### src/rtl/pipeline_ctrl_pkg.sv
// Shared definitions for the pipeline stall/flush controller.
package pipeline_ctrl_pkg;

    localparam int unsigned CNT_W_DFLT = 32;

    typedef enum logic {
        RUN   = 1'b0,
        STALL = 1'b1
    } state_e;

endpackage

### src/rtl/mem_ready_tracker.sv
// Tracks one memory side: holds a response that arrived while the pipeline was frozen.
module mem_ready_tracker (
    input  logic clk,
    input  logic rst,
    input  logic req,
    input  logic resp,
    input  logic advance,
    output logic ok
);

    logic done_q;

    // A response seen while frozen must be remembered until the pipeline moves.
    always_ff @(posedge clk or posedge rst) begin
        if (rst) begin
            done_q <= 1'b0;
        end else if (advance) begin
            done_q <= 1'b0;
        end else if (req && resp) begin
            done_q <= 1'b1;
        end
    end

    assign ok = !req || resp || done_q;

endmodule

### src/rtl/pipeline_hazard_ctrl.sv
// Stall/flush controller for the five-stage pipeline with performance counters.
module pipeline_hazard_ctrl
    import pipeline_ctrl_pkg::*;
#(
    parameter int unsigned CNT_W = CNT_W_DFLT,
    parameter int unsigned REG_W = 5
) (
    input  logic             clk,
    input  logic             rst,
    input  logic             imem_req,
    input  logic             imem_resp,
    input  logic             dmem_req,
    input  logic             dmem_resp,
    input  logic [REG_W-1:0] id_rs1,
    input  logic [REG_W-1:0] id_rs2,
    input  logic             id_uses_rs1,
    input  logic             id_uses_rs2,
    input  logic [REG_W-1:0] ex_rd,
    input  logic             ex_mem_read,
    input  logic             ex_redirect,
    output logic             pc_en,
    output logic             ifid_en,
    output logic             ifid_flush,
    output logic             idex_en,
    output logic             idex_flush,
    output logic             exmem_en,
    output logic             memwb_en,
    output logic [CNT_W-1:0] stall_cnt,
    output logic [CNT_W-1:0] flush_cnt,
    output logic [CNT_W-1:0] lu_cnt
);

    state_e state_q;
    state_e state_d;
    logic   i_ok;
    logic   d_ok;
    logic   advance;
    logic   lu;
    logic   inc_stall;
    logic   inc_flush;
    logic   inc_lu;

    mem_ready_tracker u_imem_trk (
        .clk     (clk),
        .rst     (rst),
        .req     (imem_req),
        .resp    (imem_resp),
        .advance (advance),
        .ok      (i_ok)
    );

    mem_ready_tracker u_dmem_trk (
        .clk     (clk),
        .rst     (rst),
        .req     (dmem_req),
        .resp    (dmem_resp),
        .advance (advance),
        .ok      (d_ok)
    );

    assign advance = i_ok && d_ok;

    // x0 is hardwired zero, so a load targeting it never creates a dependency.
    assign lu = ex_mem_read && (ex_rd != '0) &&
                ((id_uses_rs1 && (id_rs1 == ex_rd)) ||
                 (id_uses_rs2 && (id_rs2 == ex_rd)));

    always_ff @(posedge clk or posedge rst) begin
        if (rst) begin
            state_q <= RUN;
        end else begin
            state_q <= state_d;
        end
    end

    // Redirect outranks load-use: the dependent instruction is squashed anyway.
    always_comb begin
        state_d    = state_q;
        pc_en      = 1'b1;
        ifid_en    = 1'b1;
        ifid_flush = 1'b0;
        idex_en    = 1'b1;
        idex_flush = 1'b0;
        exmem_en   = 1'b1;
        memwb_en   = 1'b1;
        inc_stall  = 1'b0;
        inc_flush  = 1'b0;
        inc_lu     = 1'b0;

        case (state_q)
            RUN:     if (!advance) state_d = STALL;
            STALL:   if (advance)  state_d = RUN;
            default: state_d = RUN;
        endcase

        if (!advance) begin
            pc_en     = 1'b0;
            ifid_en   = 1'b0;
            idex_en   = 1'b0;
            exmem_en  = 1'b0;
            memwb_en  = 1'b0;
            inc_stall = 1'b1;
        end else if (ex_redirect) begin
            ifid_flush = 1'b1;
            idex_flush = 1'b1;
            inc_flush  = 1'b1;
        end else if (lu) begin
            pc_en      = 1'b0;
            ifid_en    = 1'b0;
            idex_flush = 1'b1;
            inc_lu     = 1'b1;
        end
    end

    always_ff @(posedge clk or posedge rst) begin
        if (rst) begin
            stall_cnt <= '0;
            flush_cnt <= '0;
            lu_cnt    <= '0;
        end else begin
            if (inc_stall) stall_cnt <= stall_cnt + CNT_W'(1);
            if (inc_flush) flush_cnt <= flush_cnt + CNT_W'(1);
            if (inc_lu)    lu_cnt    <= lu_cnt + CNT_W'(1);
        end
    end

endmodule

### config.mk
export PLATFORM = sky130hd
export DESIGN_NAME = pipeline_hazard_ctrl
export DESIGN_NICKNAME = d
export VERILOG_FILES = /design/src/rtl/pipeline_ctrl_pkg.sv /design/src/rtl/mem_ready_tracker.sv /design/src/rtl/pipeline_hazard_ctrl.sv
export SDC_FILE = /design/constraint.sdc
export NUM_CORES = 1
export LEC_CHECK = 0
export BUFFER_PORTS_ARGS = -buffer_cell sky130_fd_sc_hd__buf_2
export CORE_MARGIN = 3
export CORE_UTILIZATION = 26
export DETAILED_ROUTE_END_ITERATION = 10
export PLACE_DENSITY = 0.55
export SLEW_MARGIN = 20
export SYNTH_ARGS = -nofsm -noshare
export SYNTH_HDL_FRONTEND = slang
export SYNTH_SLANG_ARGS = --single-unit
export TNS_END_PERCENT = 1
### constraint.sdc
create_clock -name clk -period 4.6 [get_ports clk]
set_input_delay 0.69 -clock clk [delete_from_list [all_inputs] [get_ports clk]]
set_output_delay 0.69 -clock clk [all_outputs]
set_load 0.005 [all_outputs]
==> results of run 1 <==
## flip-flops by register name (all words and copies together), names as in the netlist
signal,count
lu_cnt,32
stall_cnt,32
u_dmem_trk.done_q,1
flush_cnt,32
u_imem_trk.done_q,1
## worst min path at each step
stage / from / to / slack [ns] / cells past startpoint
finish: stall_cnt[31] / stall_cnt[31] / 0.46 / 1
global route: stall_cnt[31] / stall_cnt[31] / 0.50 / 1
CTS: stall_cnt[31] / stall_cnt[31] / 0.47 / 1
detailed placement: stall_cnt[31] / stall_cnt[31] / 0.46 / 1
global placement: stall_cnt[31] / stall_cnt[31] / 0.46 / 1
floorplan: flush_cnt[31] / flush_cnt[31] / 0.47 / 1
## metrics by stage
step | worst slack (ns) | hold slack [ns] | area (µm²) | power, mW | util [%]
after floorplan | 1.348 | 0.4683 | 4752 | 1.130 | -
after global placement | 1.319 | 0.4564 | 5633 | 1.261 | 32.01
after detailed placement | 1.262 | 0.4611 | 5633 | 1.270 | 32.01
after CTS | 1.260 | 0.4723 | 5911 | 2.005 | 33.59
after global routing | 1.134 | 0.5025 | 5911 | 2.072 | 33.59
final | 1.269 | 0.4649 | 5911 | 1.965 | 33.59
## cell usage in the layout (no fill, tap or decap), types with 2 or more instances in the layout
cell type / netlist / routed
sky130_fd_sc_hd__buf_2: 3 / 127
sky130_fd_sc_hd__dfrtp_1: 98 / 98
sky130_fd_sc_hd__xnor2_1: 84 / 84
sky130_fd_sc_hd__nand3_1: 43 / 43
sky130_fd_sc_hd__nand2_1: 38 / 38
sky130_fd_sc_hd__nand4_1: 38 / 38
sky130_fd_sc_hd__nor2_1: 25 / 25
sky130_fd_sc_hd__xor2_1: 19 / 19
sky130_fd_sc_hd__and3_1: 14 / 14
sky130_fd_sc_hd__nor3_1: 12 / 12
sky130_fd_sc_hd__clkbuf_16: 0 / 9
sky130_fd_sc_hd__and4_1: 8 / 8
sky130_fd_sc_hd__and2_1: 7 / 7
sky130_fd_sc_hd__inv_1: 7 / 6
sky130_fd_sc_hd__a21oi_1: 4 / 4
sky130_fd_sc_hd__nor4_4: 3 / 3
sky130_fd_sc_hd__nor4_1: 3 / 3
sky130_fd_sc_hd__ha_1: 3 / 3
sky130_fd_sc_hd__or3b_2: 2 / 2
sky130_fd_sc_hd__nand2b_1: 2 / 2
sky130_fd_sc_hd__mux2_2: 2 / 2
sky130_fd_sc_hd__or3_4: 2 / 2
sky130_fd_sc_hd__and4_2: 2 / 2
sky130_fd_sc_hd__inv_6: 0 / 2
sky130_fd_sc_hd__buf_4: 4 / 2
## cell families (layout without fill, tap and decap cells)
logic type / after synthesis / after routing
compound gates: 9 / 9
xor+xnor: 103 / 103
fa+ha+maj: 3 / 3
buf+inv: 19 / 152
flops: 98 / 98
mux: 2 / 2
simple gates: 207 / 207
## critical path, cell delays in order
cell	delay [ns]
sky130_fd_sc_hd__buf_2	0.12
sky130_fd_sc_hd__or3b_2	0.57
sky130_fd_sc_hd__nand2_1	0.36
sky130_fd_sc_hd__clkinv_1	0.45
sky130_fd_sc_hd__nand2_1	0.26
sky130_fd_sc_hd__inv_1	0.05
sky130_fd_sc_hd__buf_2	0.12
## cell type report
cell class,count,area (µm²),area share [%]
flip-flops and latches,98,2452,41.49
inverters,8,32.53,0.5504
clock inverters,5,38.79,0.6562
clock buffers,10,239.0,4.043
well taps,225,281.5,4.763
repair buffers,129,650.6,11.01
multi-input cells,324,2216,37.49
## per-layer routing
metal	vias to the layer above	share of wire, %	track usage [%]	wire length [µm]
met5	-	0	0	0
met1	1869	44	16.33	5519
met2	105	46	20.37	5834
li1	1784	-	-	-
met4	0	2.0	4.386	255
met3	16	8.1	4.817	1030
## power groups by stage
| stage | Sequential, mW | Clock [mW] | Combinational, mW |
|---|---|---|---|
| floorplan | 1.00 | 0 | 0.128 |
| global placement | 1.01 | 0 | 0.256 |
| detailed placement | 1.01 | 0 | 0.260 |
| CTS | 0.993 | 0.751 | 0.261 |
| global route | 1.01 | 0.781 | 0.285 |
| finish | 0.994 | 0.717 | 0.254 |
==> metrics.log, run 1 <==
[metrics] ports placed on the boundary: 128
[metrics] ys async rst share: 100.0%
[metrics] Final min period: 3.331 ns
[metrics] Peak Freq: 0.3002 GHz
[metrics] CTS tree: done
[metrics] part of the total power dissipated in combinational logic: around 13%
[metrics] MaxCap Viol Count: 0
[metrics] number of hold violations in the final report: 0
[metrics] main flop type after synthesis: sky130_fd_sc_hd__dfrtp_1
[metrics] fraction of final layout cells with drive strength greater than 1: approximately 28%
[metrics] clock insertion delay at the later pin of the skew report: about 0.35 ns
[metrics] Yosys reg bits: 98
[metrics] growth of design area from synthesis to finish: 24.38%
[metrics] drt wl/cell: 15.82 µm
[metrics] number of nets with antenna violations after routing: 0
[metrics] H-tree level count: 3
[metrics] Synthesis Warnings: 0
[metrics] number of clock sinks: ~100
[metrics] initial antenna violation count: 0
[metrics] global-route usage over all layers: around 13%
[metrics] # resized after CTS: 0
[metrics] vias per cell: approximately 4.7
[metrics] kind of start point of the critical path: input pin
[metrics] CP Capture Type: output port
[metrics] type of the most critical hold path: reg -> reg
[metrics] count of vias placed by the detailed router: about 3.8k
[metrics] r2r startpoint: u_dmem_trk.done_q
[metrics] router iterations before antenna repair: 4
[metrics] top area cells in the synthesized netlist: sky130_fd_sc_hd__dfrtp_1, sky130_fd_sc_hd__xnor2_1, sky130_fd_sc_hd__nand4_1, sky130_fd_sc_hd__nand3_1, sky130_fd_sc_hd__xor2_1
[metrics] data required time of the worst path: approximately 4 ns
[metrics] ant diodes: 0
[metrics] first-pass GRT wire length: between 20000 and 25000 µm
[metrics] Longest Clk Path Bufs: 2
[metrics] largest family of logic cells by synthesized area: simple AND/OR/NAND/NOR gates
[metrics] die area: roughly 0.020 mm²
[metrics] number of standard cells after synthesis: 441
[metrics] share of synthesized cell area in and, or, nand and nor gates: 24.80%
[metrics] nets@finish: ~600
[metrics] CTS clock-pin slew for the worst setup and hold paths: roughly 0.070 ns
[metrics] Max VDD drop: about 190 µV
[metrics] Setup Total Neg Slack: 0 ns
[metrics] number of buffers added on ports: around 130
[metrics] Die X: roughly 140 µm
[metrics] Starting DRT DRC Count: 130
[metrics] starting utilization of the core area: approximately 27%
[metrics] RePlAce Congestion: about 0.82
[metrics] FF-to-FF path depth: 5
[metrics] arrival time at the worst endpoint: approximately 2.6 ns
[metrics] via count of the first global-routing pass: roughly 3.8k
[metrics] pin count of the biggest net entering global routing: 65
[metrics] most numerous cell in the Yosys netlist: sky130_fd_sc_hd__dfrtp_1
[metrics] timing startpoint of the critical path: dmem_resp
[metrics] internal portion of total power: roughly 1.4 mW
[metrics] clock power share: 36.5%
[metrics] RSZ-0062 raised after global routing: no
[metrics] syn avg cell area: ~11 µm²
[metrics] drt total wl: approximately 13000 µm
[metrics] sequential-to-total area share from yosys stat: between 50% and 60%
[metrics] Root Driver: sky130_fd_sc_hd__clkbuf_16
[metrics] Worst Path Class, Setup: in -> out
[metrics] Worst Clk Skew: between 0.005 and 0.006 ns
[metrics] number of remaining DRC errors: 0
[metrics] Switch Pwr: approximately 550 µW
[metrics] portion of netlist area occupied by mux cells: 0.4739%
[metrics] final standard cell count with taps included and fillers excluded: roughly 800
[metrics] total nets after synthesis: between 400 and 500
[metrics] Remaining Overflow, GRT: 0
[metrics] termination of the worst setup path: ifid_flush
[metrics] Tcrit/Tclk final: about 72%
[metrics] FP Rows: 48
[metrics] endpoint of the worst register-to-register path: flush_cnt[1]
[metrics] leakage component of the power: 2.873 nW
[metrics] share of synthesized cell area in full adder, half adder and majority cells: 0.7899%
[metrics] biggest area consumer among synthesized cells: sky130_fd_sc_hd__dfrtp_1
[metrics] summed instance area of the synthesized netlist: between 0.004 and 0.005 mm²
[metrics] actual transition at the worst max-transition pin: roughly 1.0 ns
[metrics] Max-slew headroom: between 30% and 40%
[metrics] Switching Share: between 20% and 30%
[metrics] Post-CTS Repair Setup Buffers: 0
[metrics] sum of net half-perimeters after detailed placement: about 9300 µm
[metrics] fillcell total: between 1.5k and 2k
[metrics] count of flip-flops with a built-in enable after synthesis: 0
[metrics] vertical die dimension: ~140 µm
[metrics] Post-CTS Hold Buffers: 0
[metrics] synthesized-area fraction occupied by xor and xnor cells: between 10% and 20%
[metrics] max-slew violations: 0
[metrics] Setup violations, final: 0
[metrics] crit-path max FO: 12
[metrics] core area: about 0.018 mm²
[metrics] top post-synthesis cells by count: sky130_fd_sc_hd__dfrtp_1, sky130_fd_sc_hd__xnor2_1, sky130_fd_sc_hd__nand3_1
[metrics] sequential share of power: around half
[metrics] count of cell types in the netlist: 38
[metrics] number of buffers added by the clock tree synthesis step: 9
[metrics] run status: finished, final reports clean
[metrics] internal reg-to-reg setup slack: ~2.1 ns
[metrics] portion of synthesized cell area occupied by the leading cell type: about half
[metrics] placed cells: between 700 and 800
[metrics] area fraction in compound gates after synthesis: between 1 and 1.5%
[metrics] total power per unit cell area: between 300 and 400 mW/mm²
Note: power is estimated with default switching activity, not from simulation.
==> run 2: changes to the inputs <==
--- a/config.mk
+++ b/config.mk
@@ -9,7 +9,7 @@
 export CORE_MARGIN = 3
 export CORE_UTILIZATION = 26
 export DETAILED_ROUTE_END_ITERATION = 10
-export PLACE_DENSITY = 0.55
+export PLACE_DENSITY = 0.57
 export SLEW_MARGIN = 20
 export SYNTH_ARGS = -nofsm -noshare
 export SYNTH_HDL_FRONTEND = slang
==> constraint.sdc (replaced) <==
create_clock -name clk -period 2.8 [get_ports clk]
set_input_delay 0.42 -clock clk [delete_from_list [all_inputs] [get_ports clk]]
set_output_delay 0.42 -clock clk [all_outputs]
set_load 0.005 [all_outputs]
==> metrics.log, run 2 (synthesized netlist as in run 1, its figures left out) <==
[metrics] die area: 0.01993 mm² (unchanged)
[metrics] Post-Route Utilization: 34.30% (+0.71 points)
[metrics] Critical-path top delay cell: sky130_fd_sc_hd__or3b_2
[metrics] starting utilization of the core area: 27.01% (unchanged)
[metrics] ant diodes: 0 (unchanged)
[metrics] internal reg-to-reg setup slack: 0.55 ns (-1.54 ns)
[metrics] clock insertion delay at the later pin of the skew report: 0.35 ns (about the same)
[metrics] fraction of final layout cells with drive strength greater than 1: 29.14% (+0.74 points)
[metrics] initial antenna violation count: 0 (unchanged)
[metrics] core area: 0.01760 mm² (unchanged)
[metrics] commonest cells after routing, fill and taps aside: sky130_fd_sc_hd__buf_2, sky130_fd_sc_hd__dfrtp_1, sky130_fd_sc_hd__xnor2_1, sky130_fd_sc_hd__nand3_1
[metrics] Root Driver: sky130_fd_sc_hd__clkbuf_16
[metrics] CTS clock-pin slew for the worst setup and hold paths: 0.07 ns (about the same)
[metrics] leakage component of the power: 2.937 nW (+2.2%)
[metrics] data required time of the worst path: 2.38 ns (-1.53 ns)
[metrics] drt total wl: 12380 µm (-2.1%)
[metrics] leading cell type in the layout, fill and taps excluded: sky130_fd_sc_hd__buf_2
[metrics] r2r startpoint: u_dmem_trk.done_q
[metrics] Max VDD drop: 372.7 µV (+96%)
[metrics] Tcrit/Tclk final: a little over four fifths
[metrics] Worst Clk Skew: 0.006073 ns (+0.0003275 ns)
[metrics] FP Rows: 48 (unchanged)
[metrics] number of hold violations in the final report: 0 (unchanged)
[metrics] count of vias placed by the detailed router: 3789 (+0.40%)
[metrics] Post-CTS Repair Setup Buffers: 0 (unchanged)
[metrics] Max-slew headroom: 32.19% (-0.27 points)
[metrics] max-slew violations: 0 (unchanged)
[metrics] growth of design area from synthesis to finish: 27.01%
[metrics] sum of net half-perimeters after detailed placement: 9209 µm (-0.59%)
[metrics] number of gates on the worst path with buffers counted: 5 (-2)
[metrics] Die X: 141.2 µm (unchanged)
[metrics] delay contributed by the slowest stage of the critical path: 0.53 ns (-0.04 ns)
[metrics] arrival time at the worst endpoint: 1.96 ns (-0.68 ns)
[metrics] Starting DRT DRC Count: 206 (+58%)
[metrics] via count of the first global-routing pass: 3875 (+0.91%)
[metrics] run status: finished, final reports clean
[metrics] number of buffers added by the clock tree synthesis step: 9 (unchanged)
[metrics] RePlAce Congestion: 0.8317 (+1.6%)
[metrics] router iterations before antenna repair: 4 (unchanged)
[metrics] Worst Path Class, Setup: reg -> out
[metrics] RSZ-0062 raised after global routing: no
[metrics] series of cell instances along the critical path: or3b_2 -> nand2_1 -> clkinv_1 -> buf_4 -> buf_2
[metrics] number of nets with antenna violations after routing: 0 (unchanged)
[metrics] CP Capture Type: output port
[metrics] actual transition at the worst max-transition pin: 1.013 ns (+0.004035 ns)
[metrics] Buf/Inv on CP: 3 (-1)
[metrics] Setup violations, final: 0 (unchanged)
[metrics] # resized after CTS: 0 (unchanged)
[metrics] number of buffers added on ports: 127 (unchanged)
[metrics] crit-path max FO: 10 (-2)
[metrics] Longest Clk Path Bufs: 2 (unchanged)
[metrics] number of remaining DRC errors: 0 (unchanged)
[metrics] Peak Freq: approximately 0.42 GHz
[metrics] vias per cell: 4.707 (-0.35%)
[metrics] CTS tree: done
[metrics] MaxCap Viol Count: 0 (unchanged)
[metrics] Setup Total Neg Slack: 0 ns (unchanged)
[metrics] first-pass GRT wire length: 20590 µm (-0.33%)
[metrics] kind of start point of the critical path: flip-flop
[metrics] number of clock sinks: 98 (unchanged)
[metrics] ports placed on the boundary: 128 (unchanged)
[metrics] type of the most critical hold path: in -> async
[metrics] global-route usage over all layers: 12.91% (about the same)
[metrics] Fin Hold WS: 0.1682 ns (-0.2966 ns)
[metrics] vertical die dimension: 141.2 µm (unchanged)
[metrics] Top Registers: flush_cnt (32), lu_cnt (32), stall_cnt (32)
[metrics] Final min period: ~2.4 ns
[metrics] endpoint of the worst register-to-register path: lu_cnt[1]
[metrics] Remaining Overflow, GRT: 0 (unchanged)
[metrics] kind of cell adding the most delay to the critical path: simple AND/OR/NAND/NOR gates
[metrics] FF-to-FF path depth: 5 (unchanged)
[metrics] Post-CTS Hold Buffers: 0 (unchanged)
[metrics] drt wl/cell: 15.37 µm (-2.8%)
[metrics] total power per unit cell area: 583.0 mW/mm² (+75%)
[metrics] nets@finish: 603 (+0.84%)
[metrics] H-tree level count: 3 (unchanged)
[metrics] pin count of the biggest net entering global routing: 70 (+7.7%)
[run 2: final cells by class]
| cell class | instances | area [µm²] |
|---|---|---|
| clock buffers | 10 | 239.0 |
| multi-input cells | 324 | 2216 |
| well taps | 225 | 281.5 |
| repair buffers | 134 | 700.7 |
| flip-flops and latches | 98 | 2452 |
| inverters | 8 | 33.78 |
| fillers | 1804 | 11560 |
| clock inverters | 6 | 112.6 |
[run 2: through the flow]
| step | power (mW) | worst slack [ns] | std cells | instance area, µm² |
|---|---|---|---|---|
| after floorplan | 1.856 | 0.8054 | 441 | 4756 |
| after global routing | 3.698 | 0.2964 | 805 | 6036 |
| after CTS | 3.594 | 0.3840 | 805 | 6036 |
| after global placement | 2.083 | 0.4607 | 789 | 5684 |
| final | 3.519 | 0.4214 | 805 | 6036 |
| after detailed placement | 2.105 | 0.3840 | 789 | 5684 |
[run 2: where the power goes]
group,switching (mW),total (mW),internal [mW],leakage (nW)
clock network,0.560,1.46,0.901,0.173
registers,0.126,1.63,1.51,1.34
logic,0.226,0.423,0.197,1.42
[run 2: worst max path at each step]
stage | slack [ns] | end | from
after floorplan | 0.81 | pc_en | ex_rd[1]
after detailed placement | 0.38 | lu_cnt[1] | imem_req
after CTS | 0.38 | exmem_en | u_dmem_trk.done_q
final | 0.42 | exmem_en | u_dmem_trk.done_q
after global placement | 0.46 | lu_cnt[1] | imem_req
after global routing | 0.30 | ifid_flush | u_dmem_trk.done_q
[run 2: layer usage]
layer  GRT usage, %  part of all wire, %  up-vias
li1               -                    -     1799
met1          16.03                   43     1865
met2          21.52                   49      113
met3          4.071                  6.5       12
met4          3.876                  1.4        0
met5              0                    0        -
==> run 3: changes to the inputs <==
==> constraint.sdc (replaced) <==
create_clock -name clk -period 2.1 [get_ports clk]
set_input_delay 0.315 -clock clk [delete_from_list [all_inputs] [get_ports clk]]
set_output_delay 0.315 -clock clk [all_outputs]
set_load 0.005 [all_outputs]
==> metrics.log, run 3 (synthesized netlist as in run 1, its figures left out) <==
[metrics] Worst Clk Skew: 0.003447 ns (-0.002626 ns)
[metrics] crit-path max FO: 10 (unchanged)
[metrics] initial antenna violation count: 0 (unchanged)
[metrics] RSZ-0062 raised after global routing: yes
[metrics] number of hold violations in the final report: 0 (unchanged)
[metrics] arrival time at the worst endpoint: 1.71 ns (-0.25 ns)
[metrics] core area: 0.01760 mm² (unchanged)
[metrics] Setup Total Neg Slack: 0 ns (unchanged)
[metrics] Max-slew headroom: 57.79% (+26 points)
[metrics] commonest cells after routing, fill and taps aside: sky130_fd_sc_hd__buf_2, sky130_fd_sc_hd__dfrtp_1, sky130_fd_sc_hd__xnor2_1, sky130_fd_sc_hd__nand3_1, sky130_fd_sc_hd__nand4_1
[metrics] vias per cell: 4.723 (+0.34%)
[metrics] via count of the first global-routing pass: 3851 (-0.62%)
[metrics] ports placed on the boundary: 128 (unchanged)
[metrics] drt wl/cell: 15.37 µm (about the same)
[metrics] number of nets with antenna violations after routing: 0 (unchanged)
[metrics] sum of net half-perimeters after detailed placement: 9400 µm (+2.1%)
[metrics] run status: finished, final reports clean
[metrics] nets@finish: 614 (+1.8%)
[metrics] count of vias placed by the detailed router: 3849 (+1.6%)
[metrics] ant diodes: 0 (unchanged)
[metrics] router iterations before antenna repair: 4 (unchanged)
[metrics] clock insertion delay at the later pin of the skew report: 0.35 ns (about the same)
[metrics] kind of start point of the critical path: flip-flop
[metrics] number of clock sinks: 98 (unchanged)
[metrics] Starting DRT DRC Count: 156 (-24%)
[metrics] leading cell type in the layout, fill and taps excluded: sky130_fd_sc_hd__buf_2
[metrics] CTS tree: done
[metrics] type of the most critical hold path: in -> async
[metrics] CTS clock-pin slew for the worst setup and hold paths: 0.07 ns (about the same)
[metrics] final standard cell count with taps included and fillers excluded: 815 (+1.2%)
[metrics] Final min period: between 2 and 2.5 ns
[metrics] CP Capture Type: output port
[metrics] Root Driver: sky130_fd_sc_hd__clkbuf_16
[metrics] Die X: 141.2 µm (unchanged)
[metrics] data required time of the worst path: 1.78 ns (-0.60 ns)
[metrics] drt total wl: 12530 µm (+1.2%)
[metrics] Worst Path Class, Setup: reg -> out
[metrics] leakage component of the power: 2.994 nW (+2.0%)
[metrics] RePlAce Congestion: 0.8164 (-1.8%)
[metrics] actual transition at the worst max-transition pin: 0.6318 ns (-0.3817 ns)
[metrics] Peak Freq: approximately 0.49 GHz
[metrics] Multi-input gate area: 0.002236 mm² (+0.90%)
[metrics] number of remaining DRC errors: 0 (unchanged)
[metrics] Setup violations, final: 0 (unchanged)
[metrics] Remaining Overflow, GRT: 0 (unchanged)
[metrics] starting utilization of the core area: 27.01% (unchanged)
[metrics] post-layout total power: 4.626 mW (+31%)
[metrics] max-slew violations: 0 (unchanged)
[metrics] internal reg-to-reg setup slack: 0.10 ns (-0.45 ns)
[metrics] Tcrit/Tclk final: just under 100%
[metrics] Fin Hold WS: 0.03734 ns (-0.1309 ns)
[metrics] Longest Clk Path Bufs: 2 (unchanged)
[metrics] MaxCap Viol Count: 0 (unchanged)
[metrics] fillcell total: 1767 (-2.1%)
[metrics] growth of design area from synthesis to finish: 29.25%
[metrics] H-tree level count: 3 (unchanged)
[metrics] total power per unit cell area: 753.1 mW/mm² (+29%)
[metrics] vertical die dimension: 141.2 µm (unchanged)
[metrics] number of buffers added on ports: 127 (unchanged)
[metrics] FP Rows: 48 (unchanged)
[metrics] pin count of the biggest net entering global routing: 41 (-41%)
[metrics] global-route usage over all layers: 12.81% (-0.10 points)
[metrics] die area: 0.01993 mm² (unchanged)
[metrics] fraction of final layout cells with drive strength greater than 1: 31.02% (+1.9 points)
[metrics] area taken by flip-flops and latches: 0.002455 mm² (+0.10%)
[metrics] number of buffers added by the clock tree synthesis step: 9 (unchanged)
[metrics] first-pass GRT wire length: 20360 µm (-1.1%)
[metrics] Max VDD drop: 460.2 µV (+23%)
[metrics] placed cells: 799 (+1.3%)
[metrics] Top Registers: flush_cnt (32), lu_cnt (32), stall_cnt (32)
run 3: area by class of cell:
type / instances / share of cell area [%]
well taps: 225 / 4.583
multi-input cells: 324 / 36.40
flip-flops and latches: 98 / 39.97
inverters: 8 / 0.5500
clock buffers: 11 / 4.115
clock inverters: 4 / 1.222
repair buffers: 145 / 13.16
run 3: where the power goes:
part	internal, mW	leakage [nW]	switching (mW)
sequential	2.02	1.34	0.153
clock	1.10	0.154	0.716
combinational	0.304	1.50	0.335
run 3: critical path, cell delays in order (launching register included):
cell	delay, ns
sky130_fd_sc_hd__dfrtp_1	0.40
sky130_fd_sc_hd__or3b_4	0.43
sky130_fd_sc_hd__nand2_4	0.12
sky130_fd_sc_hd__clkinv_1	0.09
sky130_fd_sc_hd__buf_4	0.18
sky130_fd_sc_hd__buf_2	0.14
run 3: final timing paths:
kind | end | cells after the start | from
max in group asynchronous | stall_cnt[28] | 3 | rst
setup / recovery | exmem_en | 5 | u_imem_trk.done_q
hold reg to reg | flush_cnt[31] | 1 | flush_cnt[31]
setup reg to reg | flush_cnt[26] | 6 | flush_cnt[1]
min in group clk | u_dmem_trk.done_q | 3 | dmem_req
hold / removal | flush_cnt[31] | 2 | rst
run 3: timing repair:
action	in CTS	in global routing
setup buffers	0	1
pin swaps	0	2
endpoints found under the setup margin	7	32
resized for setup	4	4
hold buffers	0	0
run 3: per-layer routing:
layer | up-vias | global-route usage (%) | part of all wire (%)
met1 | 1883 | 15.72 | 42
met3 | 18 | 4.579 | 7.2
li1 | 1820 | - | -
met4 | 0 | 4.640 | 1.8
met2 | 128 | 20.77 | 49
met5 | - | 0 | 0
run 3: stage by stage:
stage | util, % | cell area (µm²) | worst slack, ns
floorplan | - | 4756 | 0.2209
global placement | 32.80 | 5772 | 0.03336
detailed placement | 32.80 | 5772 | -0.04048
CTS | 34.73 | 6112 | 0.02511
global route | 34.90 | 6142 | -0.01857
finish | 34.90 | 6142 | 0.07617
